<file path="config.mk">
export PLATFORM = sky130hd
export DESIGN_NAME = axis_udp_framer
export DESIGN_NICKNAME = d
export VERILOG_FILES = /design/src/rtl/udp_framer_pkg.sv /design/src/rtl/ipv4_hdr_csum.sv /design/src/rtl/axis_udp_framer.sv
export SDC_FILE = /design/constraint.sdc
export NUM_CORES = 1
export LEC_CHECK = 0
export CAP_MARGIN = 10
export CORE_MARGIN = 3
export CORE_UTILIZATION = 35
export DETAILED_ROUTE_END_ITERATION = 12
export HOLD_SLACK_MARGIN = 0.03
export SETUP_SLACK_MARGIN = 0.5
export SLEW_MARGIN = 20
export SYNTH_ARGS = -nofsm -noshare
export SYNTH_HDL_FRONTEND = slang
export SYNTH_SLANG_ARGS = --single-unit
export TNS_END_PERCENT = 1
</file>
<file path="constraint.sdc">
create_clock -name clk -period 15.2 [get_ports clk]
set_clock_uncertainty 0.1 [all_clocks]
set_input_delay 3.04 -clock clk [delete_from_list [all_inputs] [get_ports clk]]
set_output_delay 3.04 -clock clk [all_outputs]
set_load 0.05 [all_outputs]
</file>
<file path="src/rtl/udp_framer_pkg.sv">
// Shared types, constants and checksum helper for the AXI-stream Ethernet/IPv4/UDP framer.
package udp_framer_pkg;

  typedef enum logic [2:0] {
    IDLE,
    CSUM,
    HEADER,
    PAYLOAD,
    PAD,
    DRAIN
  } state_t;

  localparam logic [15:0] ETHERTYPE_IPV4 = 16'h0800;
  localparam logic [7:0]  IP_PROTO_UDP   = 8'h11;
  localparam int unsigned HDR_BYTES      = 42;
  localparam int unsigned MIN_FRAME      = 60;

  // Byte offsets of header fields within the emitted frame
  localparam int unsigned OFF_DST_MAC   = 0;
  localparam int unsigned OFF_SRC_MAC   = 6;
  localparam int unsigned OFF_ETHERTYPE = 12;
  localparam int unsigned OFF_IP_VER    = 14;
  localparam int unsigned OFF_IP_LEN    = 16;
  localparam int unsigned OFF_IP_ID     = 18;
  localparam int unsigned OFF_IP_FLAGS  = 20;
  localparam int unsigned OFF_IP_TTL    = 22;
  localparam int unsigned OFF_IP_PROTO  = 23;
  localparam int unsigned OFF_IP_CSUM   = 24;
  localparam int unsigned OFF_SRC_IP    = 26;
  localparam int unsigned OFF_DST_IP    = 30;
  localparam int unsigned OFF_SRC_PORT  = 34;
  localparam int unsigned OFF_DST_PORT  = 36;
  localparam int unsigned OFF_UDP_LEN   = 38;
  localparam int unsigned OFF_UDP_CSUM  = 40;

  // Two end-around-carry folds bring a 20-bit one's-complement sum to 16 bits.
  function automatic logic [15:0] csum_fold(input logic [19:0] acc);
    logic [16:0] s1;
    logic [16:0] s2;
    s1 = {1'b0, acc[15:0]} + {13'd0, acc[19:16]};
    s2 = {1'b0, s1[15:0]} + {16'd0, s1[16]};
    return s2[15:0];
  endfunction

endpackage

</file>
<file path="src/rtl/ipv4_hdr_csum.sv">
// Two-stage IPv4 header checksum: stage 1 accumulates the fixed fields plus ip_len,
// stage 2 (combinational on the registered sum) folds and inverts; done marks stage 2.
module ipv4_hdr_csum
  import udp_framer_pkg::*;
#(
  parameter logic [7:0]  TTL    = 8'd64,
  parameter logic [31:0] SRC_IP = 32'hC0A8_010A,
  parameter logic [31:0] DST_IP = 32'hC0A8_0164
) (
  input  logic        clk,
  input  logic        reset,
  input  logic        start,
  input  logic [15:0] ip_len,
  output logic        done,
  output logic [15:0] csum
);

  logic [19:0] acc_q;
  logic [19:0] sum;
  logic        s1_q;

  always_comb begin
    sum = 20'h04500
        + {4'd0, ip_len}
        + 20'h00000
        + 20'h04000
        + {4'd0, TTL, IP_PROTO_UDP}
        + {4'd0, SRC_IP[31:16]}
        + {4'd0, SRC_IP[15:0]}
        + {4'd0, DST_IP[31:16]}
        + {4'd0, DST_IP[15:0]};
  end

  always_ff @(posedge clk or posedge reset) begin
    if (reset) begin
      acc_q <= '0;
      s1_q  <= 1'b0;
    end else begin
      s1_q <= start;
      if (start) acc_q <= sum;
    end
  end

  assign done = s1_q;
  assign csum = ~csum_fold(acc_q);

endmodule

</file>
<file path="src/rtl/axis_udp_framer.sv">
// Wraps a byte-wide payload packet into an Ethernet II / IPv4 / UDP frame.
// Optional minimum-frame zero padding is built when UDP_FRAMER_PAD_EN is defined.
module axis_udp_framer
  import udp_framer_pkg::*;
#(
  parameter logic [47:0] DST_MAC     = 48'hFFFF_FFFF_FFFF,
  parameter logic [47:0] SRC_MAC     = 48'h0200_0000_0001,
  parameter logic [31:0] SRC_IP      = 32'hC0A8_010A,
  parameter logic [31:0] DST_IP      = 32'hC0A8_0164,
  parameter logic [15:0] SRC_PORT    = 16'd5000,
  parameter logic [15:0] DST_PORT    = 16'd5001,
  parameter logic [7:0]  TTL         = 8'd64,
  parameter int unsigned MAX_PAYLOAD = 1472
) (
  input  logic        clk,
  input  logic        reset,
  input  logic [7:0]  s_axis_data,
  input  logic        s_axis_valid,
  input  logic        s_axis_last,
  input  logic [11:0] s_axis_tuser,
  output logic        s_axis_ready,
  output logic [7:0]  m_axis_data,
  output logic        m_axis_valid,
  output logic        m_axis_last,
  input  logic        m_axis_ready,
  output logic        err_len
);

  localparam logic [11:0] MAX_L    = 12'(MAX_PAYLOAD);
  localparam logic [5:0]  HDR_LAST = 6'(HDR_BYTES - 1);
`ifdef UDP_FRAMER_PAD_EN
  localparam logic [11:0] PAD_TARGET = 12'(MIN_FRAME - HDR_BYTES);
`endif

  state_t state_q, state_d;

  logic [11:0]  len_q;
  logic [5:0]   hdr_cnt_q;
  logic [11:0]  pay_cnt_q;
  logic [335:0] hdr_q;
  logic [11:0]  pay_next;
  logic [15:0]  ip_len;
  logic [15:0]  udp_len;
  logic [15:0]  hdr_csum;
  logic         csum_start;
  logic         csum_done;
  logic         len_load;
  logic         hdr_load;
  logic         hdr_shift;
  logic         pay_inc;
  logic         err_set;
  logic         end_pkt;
  logic         pad_need;

  assign ip_len   = 16'(len_q) + 16'd28;
  assign udp_len  = 16'(len_q) + 16'd8;
  assign pay_next = pay_cnt_q + 12'd1;

  ipv4_hdr_csum #(
    .TTL    (TTL),
    .SRC_IP (SRC_IP),
    .DST_IP (DST_IP)
  ) u_csum (
    .clk    (clk),
    .reset  (reset),
    .start  (csum_start),
    .ip_len (ip_len),
    .done   (csum_done),
    .csum   (hdr_csum)
  );

  always_comb begin
`ifdef UDP_FRAMER_PAD_EN
    pad_need = (pay_next < PAD_TARGET);
`else
    pad_need = 1'b0;
`endif
  end

  always_ff @(posedge clk or posedge reset) begin
    if (reset) state_q <= IDLE;
    else       state_q <= state_d;
  end

  always_comb begin
    state_d      = state_q;
    s_axis_ready = 1'b0;
    m_axis_data  = 8'h00;
    m_axis_valid = 1'b0;
    m_axis_last  = 1'b0;
    csum_start   = 1'b0;
    len_load     = 1'b0;
    hdr_load     = 1'b0;
    hdr_shift    = 1'b0;
    pay_inc      = 1'b0;
    err_set      = 1'b0;
    end_pkt      = 1'b0;
    case (state_q)
      IDLE: begin
        if (s_axis_valid) begin
          len_load = 1'b1;
          if (s_axis_tuser > MAX_L) begin
            err_set = 1'b1;
            state_d = DRAIN;
          end else begin
            state_d = CSUM;
          end
        end
      end
      CSUM: begin
        csum_start = ~csum_done;
        if (csum_done) begin
          hdr_load = 1'b1;
          state_d  = HEADER;
        end
      end
      HEADER: begin
        m_axis_valid = 1'b1;
        m_axis_data  = hdr_q[335:328];
`ifndef UDP_FRAMER_PAD_EN
        m_axis_last  = (hdr_cnt_q == HDR_LAST) && (len_q == '0);
`endif
        if (m_axis_ready) begin
          hdr_shift = 1'b1;
          if (hdr_cnt_q == HDR_LAST) begin
            if (len_q != '0)
              state_d = PAYLOAD;
            else begin
`ifdef UDP_FRAMER_PAD_EN
              state_d = PAD;
`else
              state_d = IDLE;
`endif
            end
          end
        end
      end
      PAYLOAD: begin
        m_axis_data  = s_axis_data;
        m_axis_valid = s_axis_valid;
        s_axis_ready = m_axis_ready;
        end_pkt      = s_axis_last || (pay_next == len_q);
        // A length overrun goes straight to DRAIN, so it must close the frame itself.
        m_axis_last  = s_axis_valid && end_pkt && (!s_axis_last || !pad_need);
        if (s_axis_valid && m_axis_ready) begin
          pay_inc = 1'b1;
          if (end_pkt) begin
            if (!s_axis_last) begin
              err_set = 1'b1;
              state_d = DRAIN;
            end else begin
              err_set = (pay_next != len_q);
              state_d = pad_need ? PAD : IDLE;
            end
          end
        end
      end
`ifdef UDP_FRAMER_PAD_EN
      PAD: begin
        m_axis_valid = 1'b1;
        m_axis_last  = (pay_cnt_q == PAD_TARGET - 12'd1);
        if (m_axis_ready) begin
          pay_inc = 1'b1;
          if (m_axis_last) state_d = IDLE;
        end
      end
`endif
      DRAIN: begin
        s_axis_ready = 1'b1;
        if (s_axis_valid && s_axis_last) state_d = IDLE;
      end
      default: state_d = IDLE;
    endcase
  end

  always_ff @(posedge clk or posedge reset) begin
    if (reset) begin
      len_q     <= '0;
      hdr_cnt_q <= '0;
      pay_cnt_q <= '0;
      hdr_q     <= '0;
      err_len   <= 1'b0;
    end else begin
      err_len <= err_set;
      if (len_load) len_q <= s_axis_tuser;
      if (hdr_load) begin
        hdr_cnt_q <= '0;
        pay_cnt_q <= '0;
        hdr_q     <= {DST_MAC, SRC_MAC, ETHERTYPE_IPV4, 8'h45, 8'h00, ip_len,
                      16'h0000, 16'h4000, TTL, IP_PROTO_UDP, hdr_csum,
                      SRC_IP, DST_IP, SRC_PORT, DST_PORT, udp_len, 16'h0000};
      end else begin
        if (hdr_shift) begin
          hdr_q     <= {hdr_q[327:0], 8'h00};
          hdr_cnt_q <= hdr_cnt_q + 6'd1;
        end
        if (pay_inc) pay_cnt_q <= pay_next;
      end
    end
  end

endmodule

</file>
==> results of run 1 <==
## stage by stage
stage	area, sq um	hold WS, ns	std cells
global placement	16200	0.3532	1798
global route	17550	0.3855	1872
CTS	17550	0.3738	1872
detailed placement	16200	0.3570	1798
finish	17550	0.3667	1872
floorplan	15470	0.3386	1275
## how the worst max path moves through the flow
stage                            from          end  slack, ns  cells past startpoint
final                     s_axis_last  m_axis_last       7.11                      6
after floorplan                 reset      err_len       1.73                      1
after detailed placement  s_axis_last  m_axis_last       7.12                      6
after CTS                 s_axis_last  m_axis_last       7.11                      6
after global routing      s_axis_last  m_axis_last       7.02                      6
after global placement    s_axis_last  m_axis_last       7.15                      6
## power by group through the flow
stage,registers [mW],clock network [mW],logic [mW]
after floorplan,1.45,0,0.832
after global placement,1.58,0,0.941
after detailed placement,1.58,0,0.959
after CTS,1.57,1.01,0.963
after global routing,1.61,1.05,1.07
final,1.57,0.983,0.953
## sequential cells by signal, indices dropped and copies added (netlist names)
signal,flops
hdr_q,320
u_csum.acc_q,17
len_q,12
pay_cnt_q,12
hdr_cnt_q,6
state_q,3
err_len,1
u_csum.done,1
## cell usage in the layout (no fill, tap or decap), drive strengths merged, types with 11 or more instances in the layout
cell type,synthesis,routed
inv,14,16
xnor2,37,37
ha,17,17
clkdlybuf4s50,0,36
o22a,86,86
dfrtp,372,372
xor2,32,32
a22oi,27,27
a22o,194,194
nand2,101,101
nor4,12,12
and3,11,11
buf,53,11
a21oi,23,23
o21ai,73,73
nor2,36,36
nor3,11,11
nand3,25,25
clkbuf,56,66
## worst max-delay path, cell delays in order
cell,delay [ns]
clkdlybuf4s50_1,0.52
inv_1,0.06
ha_1,0.21
nor2_1,0.16
a32o_1,0.15
clkdlybuf4s50_1,0.80
## cell families (layout without fill, tap and decap cells)
family                     Yosys count  after routing  synth area share [%]
xor gates and xnor gates            69             69                 3.954
muxes                               10             10                0.7196
buffers and inverters              123            135                 3.541
AOI/OAI and AO/OA                  438            438                 22.23
adders and majority gates           17             17                 1.374
DFF                                372            372                 60.16
and+or+nand+nor                    246            246                 8.021
## metal layers
metal | track usage (%) | share of wire, % | up-vias
li1 | - | - | 4687
met1 | 20.99 | 51 | 5159
met2 | 20.74 | 44 | 159
met3 | 2.314 | 3.4 | 55
met4 | 4.115 | 2.3 | 0
met5 | 0 | 0 | -
## final cells by class
cell class | count | area (sq um) | area share, %
Clock buffer | 66 | 1242 | 7.079
Tap cell | 585 | 732.0 | 4.170
Sequential cell | 372 | 9309 | 53.04
Timing Repair Buffer | 47 | 459.2 | 2.616
Multi-Input combinational cell | 780 | 5648 | 32.18
Clock inverter | 8 | 101.3 | 0.5774
Inverter | 14 | 60.06 | 0.3422
==> results.md, run 1 <==
* Netlist cell types at 64
* Initial DRC count at 783
* Crit-path max FO at 4
* Post CTS Setup Buffer Count at 0
* Number of flops mapped to enable cells by yosys at 0
* Die height at 216.3 um
* Post-route ant nets at 0
* Final WL at 32450 um
* Gr ovfl total at 0
* Switching share of power at 33.84%
* CTS tree: yes
* Share of cells above drive strength 1 at 7.848%
* Worst Tran Pin Value at 1.130 ns
* Min Tclk post-route at 8.089 ns
* Clock slew at reported path FFs at 0.06 ns
* Kind of critical path: in -> out
* Maximum vdd ir drop at 154.1 uV
* Chip Width at 216.3 um
* Hold path start: u_csum.acc_q[17]
* RSZ-0062 raised after global routing: no
* Top cell type by total area after synthesis: dfrtp_1
* Critical Path Source Type: input port
* Post-synth ARST share at 100.0%
* NetSw at 1.186 mW
* Via/cell ratio at 5.374
* IO Pins at 37
* Hold Crit Depth at 1
* Final worst setup slack at 7.111 ns
* Status: finished clean
* # diodes at 0
* Top_reg_cell synth: dfrtp_1
* Largest net degree at the start of global routing at 201
* Synth warn at 0
* Syn Area/Cell at 12.14 sq um
* Arrival time at the worst endpoint at 4.95 ns
* Maxcap violations at 0
* Sequential Power Share at 44.8%
* CP required at 12.06 ns
* Hold EP: u_csum.acc_q[17]
* Slew Viols, Final at 0
* Power Dens Cells at 199.6 nW/um^2
* Post-cts sizing count at 0
* Global-route wire length before repair at 54640 um
* Hold buffers post-CTS at 0
* Power Total at 3.503 mW
* Clock latency on the worst-skew pair at 0.53 ns
* Seq cells post-synth at 372
* Max-slew headroom at 24.64%
* Final setup vio count at 0
* R2R setup slack at 10.84 ns
* Most frequent cell after synthesis: dfrtp_1
* Synth area leaders: dfrtp_1 60%, a22o_1 11%, o22a_1 4.9%, nand2_1 2.4%, o21ai_0 2.2%
* Logic pwr share at 27.2%
* FF-to-FF path depth at 6
* FF-to-FF End: hdr_q[26]
* TNS Setup at 0 ns
* Global Route Usage Sum at 13.94%
* Cell leakage power at 7.528 nW
* Die ar. at 46770 sq um
* Clock root buffer: clkbuf_16
* Post-Place Setup Slack at 7.120 ns
* Mapped cell area at 15470 sq um
* Fin crit share at 53.22%
* R2r startpoint: state_q[0]
* Initial antenna violation count at 0
* Syn nets at 1317
* Top cell type's share of synthesized area at 60.16%
* Layout Nets at 1298
* Port-buffer cells at 36
* DRC at 0
* Drt pass-1 iters at 4
* Via Count at 10.06k
* Dpl hpwl at 18990 um
* F_max at 123.6 MHz
* Fin. Hold Viols at 0
* RePlAce Congestion at 0.8312
* Clock Power Share at 28.1%
* Crit end category: primary output
* Fillers at 4121
* Routed wire per std cell at 17.33 um
* Top cells by count, synth: 372 x dfrtp_1, 194 x a22o_1, 101 x nand2_1, 86 x o22a_1, 68 x o21ai_0
* CTS HTree Levels at 2
* Layout area overhead at 13.42%
* Site row count at 76
* Seq/Total Area, Yosys at 60.16%
* Core area at 43360 sq um
* Final core utilization at 40.48%
* Cts bufs inserted at 41
* Number of global-route vias before repair at 10.21k
* Internal Power at 2.318 mW
* Syn Inst Count at 1275
* Clock Path Buffers at 3
* Total clock sinks at 372
* Hold Crit Class: reg -> reg
* Initial Utilization at 35.69%
Note: power is estimated with default switching activity, not from simulation.
==> inputs of run 2 (changes only) <==
==> constraint.sdc (replaced) <==
create_clock -name clk -period 6.95 [get_ports clk]
set_clock_uncertainty 0.1 [all_clocks]
set_input_delay 1.39 -clock clk [delete_from_list [all_inputs] [get_ports clk]]
set_output_delay 1.39 -clock clk [all_outputs]
set_load 0.05 [all_outputs]
==> results.md, run 2 (synthesized netlist as in run 1, its figures left out) <==
* Status: finished clean
* Hold buffers post-CTS at 0 (unchanged)
* Logic pwr share at 27.1% (about the same)
* Final WL at 32130 um (-0.99%)
* Share of cells above drive strength 1 at 7.963% (+0.11 points)
* Arrival time at the worst endpoint at 4.25 ns (-0.70 ns)
* Clock Power Share at 28.7% (+0.6 points)
* Switching share of power at 33.47% (-0.37 points)
* Final setup vio count at 0 (unchanged)
* Final core utilization at 40.63% (+0.15 points)
* Critical Path Source Type: flop
* TNS Setup at 0 ns (unchanged)
* Final worst setup slack at 1.209 ns (-5.901 ns)
* Site row count at 76 (unchanged)
* Maximum vdd ir drop at 354.0 uV (+130%)
* Post-Place Setup Slack at 1.792 ns (-5.328 ns)
* Clock root buffer: clkbuf_16
* Global-route wire length before repair at 54380 um (-0.48%)
* Via/cell ratio at 5.356 (-0.34%)
* Total clock sinks at 372 (unchanged)
* Cells along the critical path: ha_1 -> and3_2 -> nand3_1 -> nor2_1 -> nand3_1 -> xor2_1 -> xnor2_1 -> or4_1 -> ha_1 -> nor2_1 -> a32o_1 -> clkdlybuf4s50_1
* Largest net degree at the start of global routing at 229 (+14%)
* Chip Width at 216.3 um (unchanged)
* Sequential cell area at 9309 sq um (unchanged)
* # diodes at 0 (unchanged)
* Multi-input gate area at 5648 sq um (unchanged)
* NetSw at 2.585 mW (+120%)
* Hold Crit Class: reg -> reg
* Maxcap violations at 0 (unchanged)
* Drt pass-1 iters at 5 (+1)
* Initial DRC count at 774 (-1.1%)
* DRC at 0 (unchanged)
* R2R setup slack at 3.10 ns (-7.74 ns)
* CP Buf/Inv Count at 1 (-2)
* Number of global-route vias before repair at 10.11k (-0.99%)
* Hold Crit Depth at 2 (+1)
* Die height at 216.3 um (unchanged)
* Post-route ant nets at 0 (unchanged)
* Hold path start: hdr_q[192]
* Crit-path slowest cell: clkdlybuf4s50_1
* Clock slew at reported path FFs at 0.06 ns (about the same)
* Slew Viols, Final at 0 (unchanged)
* Layout area overhead at 13.84%
* Clock latency on the worst-skew pair at 0.54 ns (about the same)
* Initial antenna violation count at 0 (unchanged)
* Kind of critical path: reg -> out
* Crit-path max FO at 5 (+1)
* Layout Nets at 1297 (-0.077%)
* Power Total at 7.722 mW (+120%)
* IO Pins at 37 (unchanged)
* FF-to-FF path depth at 15 (+9)
* Internal Power at 5.137 mW (+120%)
* FF-to-FF End: state_q[0]
* Worst Tran Pin Value at 1.120 ns (-0.009860 ns)
* Cts bufs inserted at 40 (-2.4%)
* CP Launch Point: pay_cnt_q[0]
* Biggest register: hdr_q
* Commonest non-fill, non-tap cells in the layout: 372 x dfrtp_1, 194 x a22o_1, 99 x nand2_1
* Port-buffer cells at 36 (unchanged)
* Die ar. at 46770 sq um (unchanged)
* CP required at 5.46 ns (-6.60 ns)
* Max-slew headroom at 25.30% (+0.66 points)
* Power Dens Cells at 438.3 nW/um^2 (+120%)
* Routed wire per std cell at 17.22 um (-0.67%)
* Max reg flops at 320 (unchanged)
* R2r startpoint: pay_cnt_q[0]
* Commonest non-fill, non-tap cell in the layout: dfrtp_1
* Fin. Hold Viols at 0 (unchanged)
* Post-cts sizing count at 0 (unchanged)
* F_max at 174.2 MHz
* Clock Path Buffers at 3 (unchanged)
* CP delay by family, top: simple AND/OR/NAND/NOR gates
* Hold EP: hdr_q[192]
* Gr ovfl total at 0 (unchanged)
* Fillers at 4138 (+0.41%)
* CTS tree: yes
* Via Count at 9994 (-0.66%)
* RePlAce Congestion at 0.8334 (+0.26%)
* Min Tclk post-route at 5.741 ns
* CP max stage delay at 0.80 ns (about the same)
* Core area at 43360 sq um (unchanged)
* Cell leakage power at 7.546 nW (+0.25%)
* Sequential Power Share at 44.3% (-0.5 points)
* Fin crit share at 82.60%
* Crit end category: primary output
* Dpl hpwl at 18960 um (-0.14%)
* Initial Utilization at 35.69% (unchanged)
* RSZ-0062 raised after global routing: no
* CTS HTree Levels at 2 (unchanged)
* Global Route Usage Sum at 13.84% (-0.099 points)
* Largest registers: hdr_q (320), u_csum.acc_q (17)
* Post CTS Setup Buffer Count at 0 (unchanged)
[run 2: cell types whose count changed in the layout (fill, tap and decap cells not counted)]
cell	change
clkbuf_1	-7
buf_12	+3
bufinv_16	+3
inv_8	-1
clkinvlp_4	+2
clkbuf_8	-1
buf_4	-3
clkinv_8	+1
inv_6	-2
clkbuf_16	-1
[run 2: worst max-delay path by stage]
stage / cells past startpoint / to / slack [ns]
floorplan: 1 / err_len / 0.47
global placement: 12 / m_axis_last / 1.87
detailed placement: 12 / m_axis_last / 1.79
CTS: 12 / m_axis_last / 1.20
global route: 12 / m_axis_last / 0.90
finish: 12 / m_axis_last / 1.21
[run 2: power groups by stage]
stage          sequential (mW)  clock (mW)  combinational, mW
2_1_floorplan             3.17           0               1.82
3_3_place_gp              3.44           0               2.08
3_5_place_dp              3.45           0               2.11
4_1_cts                   3.42        2.27               2.12
5_1_grt                   3.51        2.36               2.34
6_report                  3.42        2.21               2.09
[run 2: cell type report]
class,instances,share of cell area (%)
multi-input cells,780,32.06
well taps,585,4.155
clock inverters,11,1.122
flip-flops and latches,372,52.84
inverters,14,0.3196
repair buffers,47,2.820
clock buffers,57,6.683
[run 2: worst min-delay path, delay by kind of cell (launching register included)]
family,cells,cell delay (ns)
DFF,1,0.34
and+or+nand+nor,2,0.10
[run 2: through the flow]
step,std cells,instance area [sq um],hold slack (ns)
floorplan,1275,15480,0.3386
global route,1866,17620,0.3871
global placement,1798,16240,0.3541
detailed placement,1798,16240,0.3569
CTS,1866,17610,0.3688
finish,1866,17620,0.3670
[run 2: metal layers]
metal / vias to the layer above / global-route usage (%) / part of all wire [%]
li1: 4681 / - / -
met1: 5110 / 21.12 / 51
met2: 159 / 20.54 / 44
met3: 44 / 2.145 / 3.3
met4: 0 / 3.786 / 1.8
met5: - / 0 / 0
==> inputs of run 3 (changes only) <==
==> constraint.sdc (replaced) <==
create_clock -name clk -period 5.4 [get_ports clk]
set_clock_uncertainty 0.1 [all_clocks]
set_input_delay 1.08 -clock clk [delete_from_list [all_inputs] [get_ports clk]]
set_output_delay 1.08 -clock clk [all_outputs]
set_load 0.05 [all_outputs]
==> results.md, run 3 (synthesized netlist as in run 1, its figures left out) <==
* Status: finished clean
* Switching share of power at 33.87% (+0.39 points)
* Initial antenna violation count at 0 (unchanged)
* CTS HTree Levels at 2 (unchanged)
* Hold Crit Class: reg -> reg
* Routed wire per std cell at 17.34 um (+0.70%)
* Max-slew headroom at 4.523% (-21 points)
* CP Capture Point: m_axis_last
* Clock slew at reported path FFs at 0.05 ns (about the same)
* Maxcap violations at 0 (unchanged)
* Multi-input gate area at 5663 sq um (+0.27%)
* Global-route wire length before repair at 54950 um (+1.1%)
* Maximum vdd ir drop at 362.6 uV (+2.4%)
* Site row count at 76 (unchanged)
* Die height at 216.3 um (unchanged)
* Slew Viols, Final at 0 (unchanged)
* Share of cells above drive strength 1 at 8.837% (+0.87 points)
* R2R setup slack at 1.72 ns (-1.38 ns)
* NetSw at 3.372 mW (+30%)
* Biggest register: hdr_q
* CTS tree: yes
* RePlAce Congestion at 0.8243 (-1.1%)
* RSZ-0062 raised after global routing: no
* FF-to-FF path depth at 14 (-1)
* Fin. Hold Viols at 0 (unchanged)
* Layout Nets at 1301 (+0.31%)
* Internal Power at 6.586 mW (+28%)
* Port-buffer cells at 36 (unchanged)
* R2r startpoint: pay_cnt_q[0]
* Largest net degree at the start of global routing at 229 (unchanged)
* Fillers at 4148 (+0.24%)
* Commonest non-fill, non-tap cell in the layout: dfrtp_1
* IO Pins at 37 (unchanged)
* Logic pwr share at 27.4% (+0.3 points)
* Critical Path Source Type: flop
* Power Total at 9.958 mW (+29%)
* DRC at 0 (unchanged)
* Initial Utilization at 35.69% (unchanged)
* Final Non-Filler Cells at 1875 (+0.48%)
* Crit-path max FO at 8 (+3)
* Kind of critical path: reg -> out
* Post-route ant nets at 0 (unchanged)
* Final core utilization at 40.78% (+0.16 points)
* Power Dens Cells at 563.1 nW/um^2 (+28%)
* Final setup vio count at 0 (unchanged)
* Fin crit share at 86.29%
* Die ar. at 46770 sq um (unchanged)
* Number of global-route vias before repair at 10.17k (+0.56%)
* Global Route Usage Sum at 13.98% (+0.13 points)
* Total clock sinks at 372 (unchanged)
* Drt pass-1 iters at 4 (-1)
* Sequential Power Share at 44.1% (-0.2 points)
* Clock latency on the worst-skew pair at 0.54 ns (about the same)
* Final WL at 32510 um (+1.2%)
* Post CTS Setup Buffer Count at 0 (unchanged)
* Clock root buffer: clkbuf_16
* F_max at 214.6 MHz
* Min Tclk post-route at 4.660 ns
* Chip Width at 216.3 um (unchanged)
* Cts bufs inserted at 41 (+2.5%)
* # diodes at 0 (unchanged)
* Max reg flops at 320 (unchanged)
* Arrival time at the worst endpoint at 3.48 ns (-0.77 ns)
* FF-to-FF End: state_q[2]
* Layout area overhead at 14.28%
* Crit end category: primary output
* Post-Place Cells at 1801 (+0.17%)
* Largest registers: hdr_q (320), u_csum.acc_q (17)
* Clock Power Share at 28.4% (-0.3 points)
* CP required at 4.22 ns (-1.24 ns)
* Core area at 43360 sq um (unchanged)
* CP Launch Point: pay_cnt_q[0]
* Worst Tran Pin Value at 1.432 ns (+0.3117 ns)
* Cell leakage power at 7.574 nW (+0.36%)
* Via Count at 10.01k (+0.20%)
* Via/cell ratio at 5.341 (-0.28%)
* Initial DRC count at 706 (-8.8%)
* Dpl hpwl at 19230 um (+1.4%)
* Commonest non-fill, non-tap cells in the layout: 372 x dfrtp_1, 194 x a22o_1, 99 x nand2_1
* Gr ovfl total at 0 (unchanged)
* Clock Path Buffers at 3 (unchanged)
* Sequential cell area at 9309 sq um (unchanged)
## run 3: changes by cell type in the layout (fill, tap and decap cells not counted), sizes merged
| cell | before | now |
|---|---|---|
| inv | 13 | 15 |
| clkbuf | 57 | 62 |
| clkdlybuf4s50 | 36 | 35 |
| clkinv | 5 | 6 |
| bufinv | 5 | 3 |
| clkinvlp | 2 | 3 |
| buf | 11 | 14 |
## run 3: layout make-up
cell class	instances	share of cell area (%)
flip-flops and latches	372	52.64
multi-input cells	780	32.02
clock buffers	61	6.849
well taps	585	4.139
repair buffers	50	3.042
clock inverters	13	0.9905
inverters	14	0.3184
## run 3: power by group through the flow
stage / sequential [mW] / clock [mW] / combinational, mW
after floorplan: 4.08 / 0 / 2.34
after global placement: 4.41 / 0 / 2.71
after detailed placement: 4.43 / 0 / 2.75
after CTS: 4.39 / 2.92 / 2.77
after global routing: 4.53 / 3.04 / 3.05
final: 4.39 / 2.83 / 2.73
## run 3: what timing repair did
item	in CTS	in global routing
hold buffers	0	0
resized for setup	6	4
setup endpoints to repair	1	1
cloned	0	0
## run 3: per-stage QoR
step           worst slack (ns)  instance area, sq um  hold WS [ns]  setup TNS [ns]
6_report                 0.7401                 17680        0.3765               0
5_1_grt                  0.5468                 17680        0.3910               0
4_1_cts                  0.5954                 17670        0.3760               0
3_5_place_dp             0.5888                 16290        0.3615               0
3_3_place_gp             0.6198                 16290        0.3546               0
2_1_floorplan           -0.7741                 15480        0.3386         -287.98
## run 3: how the worst min path moves through the flow
stage	cells after the start	slack, ns	endpoint	start
2_1_floorplan	2	0.34	hdr_q[193]	hdr_q[193]
5_1_grt	1	0.39	hdr_q[168]	hdr_q[160]
4_1_cts	2	0.38	hdr_q[192]	hdr_q[192]
3_5_place_dp	2	0.36	hdr_q[192]	hdr_q[192]
3_3_place_gp	2	0.35	hdr_q[193]	hdr_q[193]
6_report	1	0.38	u_csum.acc_q[17]	u_csum.acc_q[17]
## run 3: metal layers
layer / GRT usage (%) / routed length [um]
met5: 0 / 0
met4: 3.808 / 627
met3: 2.201 / 1121
met2: 20.64 / 14120
met1: 21.37 / 16640
## run 3: critical path, cell delays in order (launching register included)
cell,delay [ns]
dfrtp_1,0.41
and3_1,0.30
and4_4,0.33
nand4_4,0.12
xor2_2,0.21
xor2_1,0.17
nand3_1,0.10
or4_1,0.55
ha_1,0.22
nor2_1,0.16
a32o_1,0.15
clkbuf_4,0.23
